File: src/rtl/secded_decoder.sv
// rtl/secded_decoder.sv - SEC-DED decoder for Small/Medium/Large codewords with two-stage valid/ready pipeline
module secded_decoder #(
  parameter int AMBA_WORD = 32,
  parameter int CNT_W     = 16
) (
  input  logic                 clk,
  input  logic                 rst,
  input  logic                 in_valid,
  output logic                 in_ready,
  input  logic [AMBA_WORD-1:0] data_in,
  input  logic [1:0]           code_width,
  output logic                 out_valid,
  input  logic                 out_ready,
  output logic [AMBA_WORD-1:0] data_out,
  output logic [1:0]           num_of_errors,
  input  logic                 cnt_clr,
  output logic [CNT_W-1:0]     corr_cnt,
  output logic [CNT_W-1:0]     uncorr_cnt
);

  localparam logic [CNT_W-1:0] CNT_MAX = '1;

  // Parity mask k covers the data bits feeding syndrome bit k (frame position base+k).
  function automatic logic [31:0] pmask(input logic [1:0] w, input int k);
    logic [31:0] m;
    m = '0;
    case (w)
      2'b00: case (k)
        0: m = 32'hB000_0000;
        1: m = 32'hD000_0000;
        2: m = 32'hE000_0000;
        3: m = 32'h7000_0000;
        default: m = '0;
      endcase
      2'b01: case (k)
        0: m = 32'hAB60_0000;
        1: m = 32'hCDA0_0000;
        2: m = 32'hF1C0_0000;
        3: m = 32'hFE00_0000;
        4: m = 32'h96E0_0000;
        default: m = '0;
      endcase
      2'b10: case (k)
        0: m = 32'hAAAB_56C0;
        1: m = 32'hCCCD_9B40;
        2: m = 32'hF0F1_E380;
        3: m = 32'hFF01_FC00;
        4: m = 32'hFFFE_0000;
        5: m = 32'h6997_2DC0;
        default: m = '0;
      endcase
      default: m = '0;
    endcase
    return m;
  endfunction

  function automatic int n_par(input logic [1:0] w);
    case (w)
      2'b00:   return 4;
      2'b01:   return 5;
      2'b10:   return 6;
      default: return 0;
    endcase
  endfunction

  function automatic int par_base(input logic [1:0] w);
    case (w)
      2'b00:   return 24;
      2'b01:   return 16;
      default: return 0;
    endcase
  endfunction

  // Syndrome column of frame bit b: mask membership for data bits, unit vector for parity bits.
  function automatic logic [5:0] column(input logic [1:0] w, input int b);
    logic [5:0]  c;
    logic [31:0] m;
    c = '0;
    m = '0;
    for (int k = 0; k < 6; k++) begin
      if (k < n_par(w)) begin
        m    = pmask(w, k);
        c[k] = m[b] | (b == par_base(w) + k);
      end
    end
    return c;
  endfunction

  logic        advance;
  logic [31:0] frame_in;
  logic [5:0]  syn_in;

  logic        s1_valid;
  logic [31:0] s1_frame;
  logic [1:0]  s1_width;
  logic [5:0]  s1_syn;

  logic [31:0]          flip;
  logic [31:0]          corrected;
  logic [AMBA_WORD-1:0] dec_data;
  logic [1:0]           dec_err;

  assign advance  = !out_valid || out_ready;
  assign in_ready = advance;

  always_comb begin
    frame_in = '0;
    case (code_width)
      2'b00:   frame_in = {data_in[7:0], 24'h0};
      2'b01:   frame_in = {data_in[15:0], 16'h0};
      2'b10:   frame_in = data_in;
      default: frame_in = '0;
    endcase
    syn_in = '0;
    for (int k = 0; k < 6; k++) begin
      if (k < n_par(code_width))
        syn_in[k] = frame_in[par_base(code_width) + k] ^ (^(frame_in & pmask(code_width, k)));
    end
  end

  always_comb begin
    flip = '0;
    for (int b = 0; b < 32; b++)
      flip[b] = (s1_syn != 6'd0) && (s1_syn == column(s1_width, b));
    corrected = s1_frame ^ flip;

    dec_data = '0;
    case (s1_width)
      2'b00:   dec_data = {28'h0, corrected[31:28]};
      2'b01:   dec_data = {21'h0, corrected[31:21]};
      2'b10:   dec_data = {6'h0, corrected[31:6]};
      default: dec_data = '0;
    endcase

    dec_err = 2'b00;
    if (s1_width == 2'b11)
      dec_err = 2'b11;
    else if (s1_syn == 6'd0)
      dec_err = 2'b00;
    else if (|flip)
      dec_err = 2'b01;
    else
      dec_err = 2'b10;
  end

  always_ff @(posedge clk) begin
    if (rst) begin
      s1_valid      <= 1'b0;
      s1_frame      <= '0;
      s1_width      <= 2'b00;
      s1_syn        <= '0;
      out_valid     <= 1'b0;
      data_out      <= '0;
      num_of_errors <= 2'b00;
    end else if (advance) begin
      s1_valid  <= in_valid;
      out_valid <= s1_valid;
      if (in_valid) begin
        s1_frame <= frame_in;
        s1_width <= code_width;
        s1_syn   <= syn_in;
      end
      if (s1_valid) begin
        data_out      <= dec_data;
        num_of_errors <= dec_err;
      end
    end
  end

  // Clear wins over a coincident increment.
  always_ff @(posedge clk) begin
    if (rst || cnt_clr) begin
      corr_cnt   <= '0;
      uncorr_cnt <= '0;
    end else if (out_valid && out_ready) begin
      if (num_of_errors == 2'b01 && corr_cnt != CNT_MAX)
        corr_cnt <= corr_cnt + CNT_W'(1);
      if (num_of_errors == 2'b10 && uncorr_cnt != CNT_MAX)
        uncorr_cnt <= uncorr_cnt + CNT_W'(1);
    end
  end

endmodule

File: config.mk
export PLATFORM = sky130hd
export DESIGN_NAME = secded_decoder
export DESIGN_NICKNAME = d
export VERILOG_FILES = /design/src/rtl/secded_decoder.sv
export SDC_FILE = /design/constraint.sdc
export NUM_CORES = 1
export LEC_CHECK = 0
export ABC_AREA = 1
export BUFFER_PORTS_ARGS = -buffer_cell sky130_fd_sc_hd__buf_2
export CAP_MARGIN = 20
export CORE_MARGIN = 3
export CORE_UTILIZATION = 40
export CTS_CLUSTER_DIAMETER = 30
export DETAILED_ROUTE_END_ITERATION = 6
export PLACE_DENSITY = 0.67
export SYNTH_ARGS = -nofsm -noshare
export SYNTH_HDL_FRONTEND = slang
export SYNTH_SLANG_ARGS = --single-unit
export TNS_END_PERCENT = 50
File: constraint.sdc
create_clock -name clk -period 1.98 [get_ports clk]
set_clock_uncertainty 0.05 [all_clocks]
set_input_delay 0.099 -clock clk [delete_from_list [all_inputs] [get_ports clk]]
set_output_delay 0.099 -clock clk [all_outputs]
set_load 0.02 [all_outputs]
* Yosys cells after proc, flatten, opt, wreduce, memory -nomap -nowiden
Cells that the tools add are included.
** Storage, ports and cells
- Latch bits :: 0
- Memory bits (writable) :: 0
- Logic and storage cells :: 791
- Memories kept :: 0
- Input port bits :: 39
- Bits in read-only memories :: 0
- Flip-flop bits (word level) :: 108
- Output and inout bits :: 68
** Operators by class
- Shifts and indexed selects :: 0
- Add/subtract/negate cells :: 12
- Equal/unequal tests :: 227
- Reductions and logical operators :: 59
- $mul :: 0
- Order comparisons :: 18
- Muxes and demuxes :: 261
- Div/mod/pow operators :: 0
- Bitwise logic cells :: 205
** Operators with widths (count)
- $eq A6 B32 Y1 const A :: 96
- $eq A5 B32 Y1 const A :: 48
- $pmux W32 S3 :: 9
- $eq A4 B32 Y1 const A :: 24
- $mux W32 :: 24
- $eq A3 B32 Y1 const A :: 12
- $mux W1 :: 210
- $and A32 B32 Y32 :: 6
- $eq A2 B32 Y1 const A :: 6
- $eq A6 B6 Y1 :: 32
- $logic_not A32 Y1 :: 6
- $lt A32 B7 Y1 const B :: 6
- $or A1 B1 Y1 :: 192
- $reduce_xor A32 Y1 :: 6
- $add A32 B3 Y32 const B :: 4
- $add A32 B4 Y32 const B :: 4
- $lt A3 B32 Y1 const A :: 4
- $lt A4 B32 Y1 const A :: 4
- $pmux W32 S2 :: 2
- $pmux W26 S3 :: 1
- $add A32 B2 Y32 const B :: 2
- $lt A1 B32 Y1 const A :: 2
- $lt A2 B32 Y1 const A :: 2
- $mux W31 :: 2
- other kinds (18) :: 78

* Logic depth before layout (Yosys ltp)
- Depth in word-level cells :: 14
- Gate-level depth with buffers :: 21
- Depth with buffers taken out :: 19

* Worst setup path before layout
Ideal clock, no wire load.
- Path type :: flip-flop to flip-flop
- Start point :: register s1_width[0]
- End point :: register data_out[3]
- Data required time :: 1860 ps
- Setup time :: 70 ps
- Period minus slack after synthesis :: 2106 ps
- Buffers on the path :: 1
- Path slack :: -126 ps
- Cell stages (with the launch flop) :: 13
- Arrival time :: 1985 ps
- Cell sequence :: dfxtp_1 inv_1 ha_1 buf_2 xor2_1 nor2_1 nand2_2 nor2_1 xor2_1 nand2_1 o211ai_1 nand2_1 a21oi_1
** Between the ends
- Longest elaborated chain between the ends :: 11
- Elaborated cells between the ends (all ways) :: 96
- Those cells by class :: add/sub: 5; order compare: 6; eq/ne: 23; mux: 39; bitwise: 19; reduce/logical: 4
** RTL lines
- from (decl) :: RTL line 95 : logic [1:0] s1_width;
- from (signal assigned) :: RTL line 160 : s1_width <= code_width;
- $eq A2 B1 Y1 or $logic_not A2 Y1 (tied branches)
- $pmux W5 S2 :: RTL line 67 : case (w)
- $mux W32 :: RTL line 81 : if (k < n_par(w)) begin
- $add A32 B2 Y32, or another cell as far along :: RTL line 83 : c[k] = m[b] | (b == par_base(w) + k);
- $eq A5 B32 Y1 or $eq A6 B32 Y1 (tied branches) :: RTL line 83
- $or A1 B1 Y1 :: RTL line 83
- $mux W1 :: RTL line 81
- $eq A6 B6 Y1 :: RTL line 124 : flip[b] = (s1_syn != 6'd0) && (s1_syn == column(s1_width, b));
- $logic_and A1 B1 Y1 :: RTL line 124
- $xor A32 B32 Y32 :: RTL line 125 : corrected = s1_frame ^ flip;
- $pmux W26 S3 * :: RTL line 128 : case (s1_width)
- to (signal assigned) :: RTL line 164 : data_out <= dec_data;
- to (decl) :: RTL line 14 : output logic [AMBA_WORD-1:0] data_out,
Every way passes the cells marked *; elsewhere a longest branch is shown, timed or not. The select of a mux whose other input is x is not followed.
A chain may end at the register's enable or synchronous reset.

* Final worst setup path
- Start point :: register s1_width[1]
- End point :: register num_of_errors[1]
** Between the ends
- Longest elaborated chain between the ends :: 13
- Elaborated cells between the ends (all ways) :: 679
- Those cells by class :: add/sub: 5; order compare: 6; eq/ne: 221; mux: 215; bitwise: 192; reduce/logical: 40
** RTL lines
- $eq A2 B1 Y1 or $logic_not A2 Y1 (tied branches) :: RTL line 27, 58, 67
- $pmux W5 S2 :: RTL line 67
- $mux W32 :: RTL line 81
- $add A32 B2 Y32, or another cell as far along :: RTL line 83
- $eq A2 B32 Y1, or another cell as far along :: RTL line 83
- $or A1 B1 Y1 :: RTL line 83
- $mux W1 :: RTL line 81
- $eq A6 B6 Y1 :: RTL line 124
- $logic_and A1 B1 Y1 :: RTL line 124
- $reduce_or A32 Y1 :: RTL line 140 : else if (|flip)
- $mux W2 :: RTL line 140
- $mux W2 :: RTL line 138 : else if (s1_syn == 6'd0)
- $mux W2 * :: RTL line 136 : if (s1_width == 2'b11)
- to (signal assigned) :: RTL line 165 : num_of_errors <= dec_err;
- to (decl) :: RTL line 15 : output logic [1:0] num_of_errors,
Marked as above.

==> flow_summary_export.csv <==
group,metric,value,unit
sta,final-setup-viol-count,20,
run_status,status,"finished, violations left",
layout,layout_common_cells,"nand2_1 (362), buf_4 (146), inv_1 (127), buf_2 (100), nand3_1 (94)",
place,hpwl,19.60,mm
grt,grt.overflow.total,0,
logic_synthesis,async_flop_share,0,
setup_path,end_kind,"flip-flop",
die,dieArea,20580,um^2
place,dp_slack,-0.2583,ns
sta,rsz0062_at_grt,"yes",
job,maxCapViolations,0,
logic_synthesis,syn_inst,1217,
setup_path,r2r-start,"s1_width[1]",
setup_path,required,2.21,ns
detailed_routing,wl_per_cell,14.59,um
sta,slew_headroom,0.5033,
place,portBuffers,100,
setup_path,path_class,"reg -> reg",
clock_network,cts_tree,"built",
place,place.gp.congestion,0.9586,
logic_synthesis,ys_warn_count,0,
layout,drive_gt1_frac,0.3085,
sta,tightest_slew,0.7442,ns
logic_synthesis,synth.distinct_cells,54,
detailed_routing,dr.pass1.iters,5,
logic_synthesis,ys.flop_type,"dfxtp_1",
logic_synthesis,syn_area,7557,um^2
hold_path,holdPathEnd,"s1_valid",
clock_network,path_clk_slew,0.07,ns
grt,grt_max_degree,51,
sta,timing.final.crit_period,2.146,ns
logic_synthesis,yosysSeqAreaShare,0.2543,
clock_network,numCtsBuffers,9,
layout,final_common_cell,"nand2_1",
detailed_routing,routed_via_density,5.020,
setup_path,r2r_slack,-0.17,ns
power_and_ir_drop,cellInternalPower,4.054,mW
hold_path,hold_start,"out_ready",
clock_network,cts_sinks,96,
detailed_routing,postRouteWirelength,24.53,mm
setup_path,r2r_end,"num_of_errors[1]",
power_and_ir_drop,powerDensity,631.3,nW/um^2
layout,finalNetCount,1503,
logic_synthesis,avgSynthCellArea,6.210,um^2
setup_path,crit_fanout,4,
sta,fmax,0.4660,GHz
sta,final_hold_viol_count,0,
logic_synthesis,synth-edff-count,0,
sta,hold_ws,0.02120,ns
power_and_ir_drop,power_leakage,5.023,nW
sta,min_period_over_period,1.084,
sta,fin_ws,-0.1661,ns
grt,antenna_found_initial,0,
power_and_ir_drop,pwr-share-comb,0.402,
die,die_w,143.5,um
clock_network,clkLatencyLatePin,0.35,ns
detailed_routing,antenna_left,0,
detailed_routing,drc,0,
grt,grt_use_total,0.2331,
clock_network,htree_levels,3,
die,ios,107,
layout,area_growth,35.30,%
power_and_ir_drop,p_switching,2.401,mW
setup_path,arrival,2.38,ns
die,coreArea,18270,um^2
power_and_ir_drop,ir_drop,418.0,uV
logic_synthesis,ys_seq_elements,96,
sta,slew_viol_final,0,
detailed_routing,drt_iter0_markers,474,
grt,grt_pass1_vias,7630,
power_and_ir_drop,switching_share,0.3719,
hold_path,hold_path_class,"in -> reg",
detailed_routing,dr_total_vias,8439,
die,start_util,0.4136,
power_and_ir_drop,clkPwrFrac,0.275,
run_status,failed_checks,"setup timing",
hold_path,min_path_cells,4,
die,fp.dieH,143.5,um
setup_path,r2r_cells,12,
grt,grt_pass1_wl,38.49,mm
die,rows,49,
power_and_ir_drop,p_seq_frac,0.323,
sta,fin_setup_tns,-1.010,ns
clock_network,cts-root-buf,"clkbuf_16",
power_and_ir_drop,totalPowerFinal,6.455,mW
setup_path,start_kind,"flip-flop",
layout,num_antenna_cells,0,
clock_network,cts.path.max_buffers,2,
[flip-flops by register name, summed over array words and instances (netlist names)]
signal / cells
data_out: 26
out_valid: 1
s1_frame: 26
s1_width: 2
num_of_errors: 2
s1_valid: 1
s1_syn: 6
corr_cnt: 16
uncorr_cnt: 16
[cells by family after synthesis]
kind of cell             count (synthesis)  share of synthesized area
AND/OR/NAND/NOR                        658                     0.3939
buffers and inverters                  203                     0.1199
AO/OA/AOI/OAI                          184                     0.1341
other                                    1                  0.0004962
adder cells (fa/ha/maj)                 17                    0.02815
XOR/XNOR                                58                    0.06921
flip-flops                              96                     0.2543
[synthesized netlist by cell type (3+ instances only)]
master / n / area share
o221ai_1: 3 / 0.0035
xnor2_1: 17 / 0.020
inv_2: 18 / 0.0089
o21ai_0: 63 / 0.042
or2_1: 7 / 0.0058
buf_4: 11 / 0.011
nor3_2: 3 / 0.0040
nor2_1: 71 / 0.035
nor2_2: 8 / 0.0066
dfxtp_1: 96 / 0.25
nor3_1: 18 / 0.012
nand3_2: 11 / 0.015
clkbuf_1: 17 / 0.0084
xor2_1: 39 / 0.045
nand3b_1: 3 / 0.0030
o21ai_1: 7 / 0.0046
nand2_1: 371 / 0.18
a21oi_2: 4 / 0.0046
o211ai_1: 4 / 0.0040
a211oi_1: 5 / 0.0050
a21oi_1: 82 / 0.054
nand2_2: 25 / 0.021
inv_1: 137 / 0.068
buf_6: 7 / 0.010
nand3_1: 102 / 0.068
buf_2: 8 / 0.0053
nand4_1: 22 / 0.018
a21o_1: 4 / 0.0040
ha_1: 17 / 0.028
nor2_4: 4 / 0.0060
[critical path: stages (launching register included)]
cell	delay, ns
dfxtp_4	0.39
inv_4	0.05
ha_4	0.30
buf_12	0.12
xor2_2	0.19
nor2_1	0.06
nand3_1	0.10
nor2_2	0.06
nor2_1	0.16
nand4_1	0.20
nor2_2	0.16
nand3_1	0.10
a21oi_1	0.13
[worst max-delay path by stage]
stage	start	end
after floorplan	s1_width[0]	data_out[1]
after CTS	s1_width[1]	data_out[1]
after global routing	s1_width[1]	num_of_errors[1]
after global placement	s1_width[0]	num_of_errors[1]
after detailed placement	s1_width[0]	num_of_errors[1]
final	s1_width[1]	num_of_errors[1]
[power by group through the flow]
| stage | clock network [mW] | registers, mW | logic, mW |
|---|---|---|---|
| finish | 1.77 | 2.08 | 2.60 |
| global route | 1.88 | 2.09 | 2.84 |
| CTS | 1.83 | 2.08 | 2.44 |
| detailed placement | 0 | 2.11 | 2.28 |
| global placement | 0 | 2.12 | 2.27 |
| floorplan | 0 | 2.11 | 1.41 |
[per-layer routing]
metal,share of wire,global-route usage
met1,0.45,0.3130
met5,0,0
met3,0.049,0.02729
met4,0.022,0.06293
met2,0.48,0.3975
[final cells by class]
type	instances	area, um^2
fillers	1754	8045
multi-input cells	923	5268
flip-flops and latches	96	1933
repair buffers	261	1844
inverters	156	595.6
well taps	229	286.5
clock buffers	11	232.7
clock inverters	5	65.06
[timing repair]
item,CTS,global route
pin swaps,29,24
gates resized for setup,56,64
setup endpoints to repair,28,55
setup buffers,7,6
endpoints found under the hold margin,0,0
hold buffers,0,0
[metrics by stage]
step           instances  cell area, um^2    util
6_report            1681            10220  0.5596
5_1_grt             1681            10220  0.5596
4_1_cts             1676             9911  0.5425
3_5_place_dp        1656             9311  0.5097
3_3_place_gp        1656             9311  0.5097
2_1_floorplan       1222             7595       -
Note: power is estimated with default switching activity, not from simulation.
